===== src/rtl/serial_add_sequencer.sv =====
// Serial-adder sequencer: load A, flush, load B, flush; done 4N+1 cycles after start (2N+1 for accum when ACCUM_EN is defined).
// Registered outputs; start is ignored while busy; optional single-operand accumulate is built only with `define ACCUM_EN.
module serial_add_sequencer #(
  parameter int N = 4
) (
  input  logic         i_clk,
  input  logic         i_clr_n,
  input  logic         i_start,
  input  logic [N-1:0] i_op_a,
  input  logic [N-1:0] i_op_b,
`ifdef ACCUM_EN
  input  logic         i_accum,
`endif
  output logic         o_serial_out,
  output logic         o_shift_en,
  output logic         o_adder_clr,
  output logic         o_busy,
  output logic         o_done
);

  localparam int CW = $clog2(N);
  localparam logic [CW-1:0] LAST = CW'(N - 1);

  typedef enum logic [2:0] {
    S_IDLE,
    S_LOAD_A,
    S_FLUSH_A,
    S_LOAD_B,
    S_FLUSH_B,
    S_DONE
  } state_t;

  state_t        r_state;
  logic [CW-1:0] r_cnt;
  logic [N-1:0]  r_op_a;
  logic [N-1:0]  r_op_b;
  logic          r_serial_out;
  logic          r_shift_en;
  logic          r_adder_clr;
  logic          r_busy;
  logic          r_done;

  state_t        w_state_nxt;
  logic [CW-1:0] w_cnt_nxt;
  logic [N-1:0]  w_op_a_nxt;
  logic [N-1:0]  w_op_b_nxt;
  logic          w_last;
  logic          w_accum;
  logic          w_serial_nxt;
  logic          w_shift_nxt;
  logic          w_clr_nxt;
  logic          w_busy_nxt;
  logic          w_done_nxt;

`ifdef ACCUM_EN
  assign w_accum = i_accum;
`else
  assign w_accum = 1'b0;
`endif

  assign w_last = (r_cnt == LAST);

  always_comb begin
    w_state_nxt = r_state;
    w_cnt_nxt   = r_cnt;
    w_op_a_nxt  = r_op_a;
    w_op_b_nxt  = r_op_b;
    case (r_state)
      S_IDLE: begin
        if (i_start) begin
          w_op_a_nxt  = i_op_a;
          w_op_b_nxt  = i_op_b;
          w_cnt_nxt   = '0;
          w_state_nxt = w_accum ? S_LOAD_B : S_LOAD_A;
        end
      end
      S_LOAD_A, S_FLUSH_A, S_LOAD_B, S_FLUSH_B: begin
        if (w_last) begin
          w_cnt_nxt = '0;
          case (r_state)
            S_LOAD_A:  w_state_nxt = S_FLUSH_A;
            S_FLUSH_A: w_state_nxt = S_LOAD_B;
            S_LOAD_B:  w_state_nxt = S_FLUSH_B;
            default:   w_state_nxt = S_DONE;
          endcase
        end else begin
          w_cnt_nxt = r_cnt + CW'(1);
        end
      end
      S_DONE:  w_state_nxt = S_IDLE;
      default: w_state_nxt = S_IDLE;
    endcase
  end

  // Outputs are computed from the next state so they register on the same edge as the state.
  always_comb begin
    w_serial_nxt = 1'b0;
    w_shift_nxt  = 1'b0;
    w_clr_nxt    = 1'b0;
    w_busy_nxt   = (w_state_nxt != S_IDLE);
    w_done_nxt   = (w_state_nxt == S_DONE);
    case (w_state_nxt)
      S_LOAD_A: begin
        w_shift_nxt  = 1'b1;
        w_serial_nxt = w_op_a_nxt[w_cnt_nxt];
      end
      S_LOAD_B: begin
        w_shift_nxt  = 1'b1;
        w_serial_nxt = w_op_b_nxt[w_cnt_nxt];
      end
      S_FLUSH_A, S_FLUSH_B: begin
        w_shift_nxt = 1'b1;
        w_clr_nxt   = (w_cnt_nxt == LAST);
      end
      default: ;
    endcase
  end

  always_ff @(posedge i_clk or negedge i_clr_n) begin
    if (!i_clr_n) begin
      r_state      <= S_IDLE;
      r_cnt        <= '0;
      r_op_a       <= '0;
      r_op_b       <= '0;
      r_serial_out <= 1'b0;
      r_shift_en   <= 1'b0;
      r_adder_clr  <= 1'b0;
      r_busy       <= 1'b0;
      r_done       <= 1'b0;
    end else begin
      r_state      <= w_state_nxt;
      r_cnt        <= w_cnt_nxt;
      r_op_a       <= w_op_a_nxt;
      r_op_b       <= w_op_b_nxt;
      r_serial_out <= w_serial_nxt;
      r_shift_en   <= w_shift_nxt;
      r_adder_clr  <= w_clr_nxt;
      r_busy       <= w_busy_nxt;
      r_done       <= w_done_nxt;
    end
  end

  assign o_serial_out = r_serial_out;
  assign o_shift_en   = r_shift_en;
  assign o_adder_clr  = r_adder_clr;
  assign o_busy       = r_busy;
  assign o_done       = r_done;

endmodule


===== config.mk =====
export PLATFORM = sky130hd
export DESIGN_NAME = serial_add_sequencer
export DESIGN_NICKNAME = d
export VERILOG_FILES = /design/src/rtl/serial_add_sequencer.sv
export SDC_FILE = /design/constraint.sdc
export NUM_CORES = 1
export LEC_CHECK = 0
export CORE_MARGIN = 2
export CORE_UTILIZATION = 50
export CTS_CLUSTER_SIZE = 14
export DETAILED_ROUTE_END_ITERATION = 8
export PLACE_DENSITY = 0.74
export SETUP_SLACK_MARGIN = 0.2
export SYNTH_ARGS = -nofsm -noshare
export SYNTH_HDL_FRONTEND = slang
export SYNTH_SLANG_ARGS = --single-unit

===== constraint.sdc =====
create_clock -name i_clk -period 2.6 [get_ports i_clk]
set_clock_uncertainty 0.05 [all_clocks]
set_input_delay 0.26 -clock i_clk [delete_from_list [all_inputs] [get_ports i_clk]]
set_output_delay 0.26 -clock i_clk [all_outputs]
set_load 0.01 [all_outputs]

==> metrics.txt, run 1 <==
status completed; number of distinct standard cells referenced by the synthesized netlist 32; total global-route track usage 17.72%; Clk Latency, worst-skew pair 0.29 ns; Mapped Avg Cell Area 11.44 um2; remaining antenna violation count after routing 0; Worst Setup Path Type flip-flop to flip-flop; First-pass DRT Iterations 4; final number of hold-violating endpoints 0; die area 2163 um2; beginning of the critical path r_cnt[0]$_DFF_PN0_; Fin Hold WS 0.3704 ns; post-route setup TNS 0 ns; Required @ worst endpoint 2.77 ns; Setup crit end kind flip-flop; hold buffer count at cts 0; DRC 0; commonest cells after routing, fill and taps aside dfrtp_1 (18), clkdlybuf4s50_1 (15), nor2_1 (9); total number of vias 644; Yosys warning total 0; maximum clock frequency 0.4353 GHz; mean number of vias per cell 5.236; share of post-route cells with drive strength above 1 17.35%; number of non-filler instances in the completed layout 123; portion of the post-synthesis area used by sequential elements 49.86%; maximum capacitance violations 0; cell row count 15; vias in the first global route 573; R2R Setup Slk 0.30 ns; core area 1708 um2; setup fix buffers added after clock tree synthesis 0; routed metal-1 wire length 784 um; maximum number of pins on one net before global-route repair 19; number of pins exceeding their max-slew limit in the final report 0; total detailed-routing wirelength 1663 um; critical path startpoint category flip-flop; IO Port Bufs 15; highest routed layer met4; slowest stage cell, crit path or4_1; register bit total from synthesis 18; total clock sinks 18; worst-case clock buffer depth 2; IR Drop Worst-Case VDD 0.6019 mV; final antenna diode count 0; final critical-path share of the clock period 88.36%; Finish-stage setup viols 0; Net count, final 111; worst stage delay on the critical path 0.53 ns; RSZ-0062 raised after global routing no; Mapped Area 903.4 um2; crit path max fanout 4; post-CTS resize count 0; worst-case headroom to the max-slew limit 46.70%; detailed-routed wire length on met3 70 um; gate count of the mapped netlist 79; remaining global-route overflow 0; Hold WC Path Type input port to async pin; shortest clock period the worst path allows after layout 2.297 ns; CTS tree yes; number of buffers created by CTS 3; area growth from synthesis to layout 24.10%; CTS clock-pin slew for the worst setup and hold paths 0.10 ns; HPWL after detailed placement 1229 um; Avg WL per Cell 13.52 um; Synth Net Count 91; initial cell density of the core 52.89%; fraction of synthesis flops using an asynchronous set or reset pin 100.0%; vertical die dimension 46.51 um; root buf cell clkbuf_4; most common cell after layout, fill and taps aside dfrtp_1; worst reg2reg path startpoint r_cnt[0]$_DFF_PN0_; global-route wire length before repair 2608 um; Placed Cells incl. Taps 119; commonest register cell after synthesis dfrtp_1; Ports 16; H-tree level count 1; initial antenna violation count 0; slew at the pin closest to its max-slew limit 0.7970 ns; LEAKAGE 0.4839 nW; Pwr per Cell Area 1236 nW/um2; routability-driven placement congestion ratio 0.7947; routed length on met2 770 um; number of enable flip-flop cells after synthesis 0; width of the die 46.51 um; Initial DRC Count 11; crit-path cells ha_1, mux2_1, o21ai_1, inv_1, or4_1, a41oi_2; data arrival time of the critical path 2.47 ns
through the flow:
| step | total power [W] | utilization, % | setup slack, ns | instance area (um2) |
|---|---|---|---|---|
| after floorplan | 0.001024 | - | 0.4296 | 903.4 |
| after global placement | 0.001196 | 63.52 | 0.3551 | 1085 |
| after detailed placement | 0.001219 | 63.52 | 0.3144 | 1085 |
| after CTS | 0.001394 | 65.64 | 0.3205 | 1121 |
| after global routing | 0.001491 | 65.64 | 0.2106 | 1121 |
| final | 0.001386 | 65.64 | 0.3025 | 1121 |
sequential cells by signal (all words and copies together) (netlist names):
| signal | count |
|---|---|
| o_serial_out | 1 |
| o_busy | 1 |
| o_done | 1 |
| r_state | 3 |
| o_adder_clr | 1 |
| r_op_a | 4 |
| o_shift_en | 1 |
| r_op_b | 4 |
| r_cnt | 2 |
worst paths after layout:
path / end / depth (start not counted)
worst min register to register: r_op_b[0]$_DFF_PN0_ / 1
worst max-delay path: o_serial_out$_DFF_PN0_ / 6
worst min-delay path: o_serial_out$_DFF_PN0_ / 1
max in group asynchronous: r_op_b[0]$_DFF_PN0_ / 1
min in group i_clk: r_op_b[0]$_DFF_PN0_ / 1
worst max register to register: o_serial_out$_DFF_PN0_ / 6
cell type report:
class                   count  area (um2)
well taps                  25       31.28
fillers                   140       586.8
flip-flops and latches     18       450.4
inverters                   5       18.77
repair buffers             18       172.7
clock buffers               4       36.28
multi-input cells          53       411.6
kinds of logic after synthesis:
| family | after synthesis | synth area share, % |
|---|---|---|
| mux | 11 | 15.10 |
| flops | 18 | 49.86 |
| simple gates | 28 | 18.98 |
| fa+ha+maj | 1 | 1.385 |
| buf+inv | 8 | 4.571 |
| xor+xnor | 1 | 0.9697 |
| compound gates | 12 | 9.144 |
report_power, final:
group          switching (W)  internal (W)  total [W]
Sequential         0.0000575      0.000406   0.000463
Clock              0.0000852     0.0000854   0.000171
Combinational       0.000382      0.000370   0.000752
synth_stat cells (2+ instances only):
library cell | instances | area [um2]
dfrtp_1 | 18 | 450.4
o21ai_1 | 2 | 10.01
nand2_1 | 2 | 7.510
o21ai_0 | 2 | 10.01
nor2_1 | 9 | 33.78
inv_1 | 5 | 18.77
mux2i_1 | 2 | 20.02
a21oi_1 | 2 | 10.01
mux2_4 | 4 | 60.06
or4_1 | 4 | 30.03
mux2_2 | 4 | 45.04
nor2b_1 | 5 | 31.28
metal layers:
metal	up-vias	track usage, %
li1	319	-
met1	301	24.94
met2	19	25.83
met3	5	3.529
met4	0	8.571
met5	-	0
critical path: cells and delay by family (launching register included):
| family | cells | cell delay (ns) |
|---|---|---|
| and+or+nand+nor | 1 | 0.53 |
| AOI/OAI and AO/OA | 2 | 0.47 |
| buffers and inverters | 1 | 0.13 |
| DFF | 1 | 0.42 |
| muxes | 1 | 0.30 |
| adders and majority gates | 1 | 0.32 |
Note: power is estimated with default switching activity, not from simulation.
==> run 2: changes to the inputs <==
--- a/config.mk
+++ b/config.mk
@@ -7,6 +7,7 @@
 export LEC_CHECK = 0
 export CORE_MARGIN = 2
 export CORE_UTILIZATION = 50
+export CTS_CLUSTER_DIAMETER = 40
 export CTS_CLUSTER_SIZE = 14
 export DETAILED_ROUTE_END_ITERATION = 8
 export PLACE_DENSITY = 0.74
==> results of run 2 <==
Same layout as run 1: the final DEF is identical, and so are final timing and power.
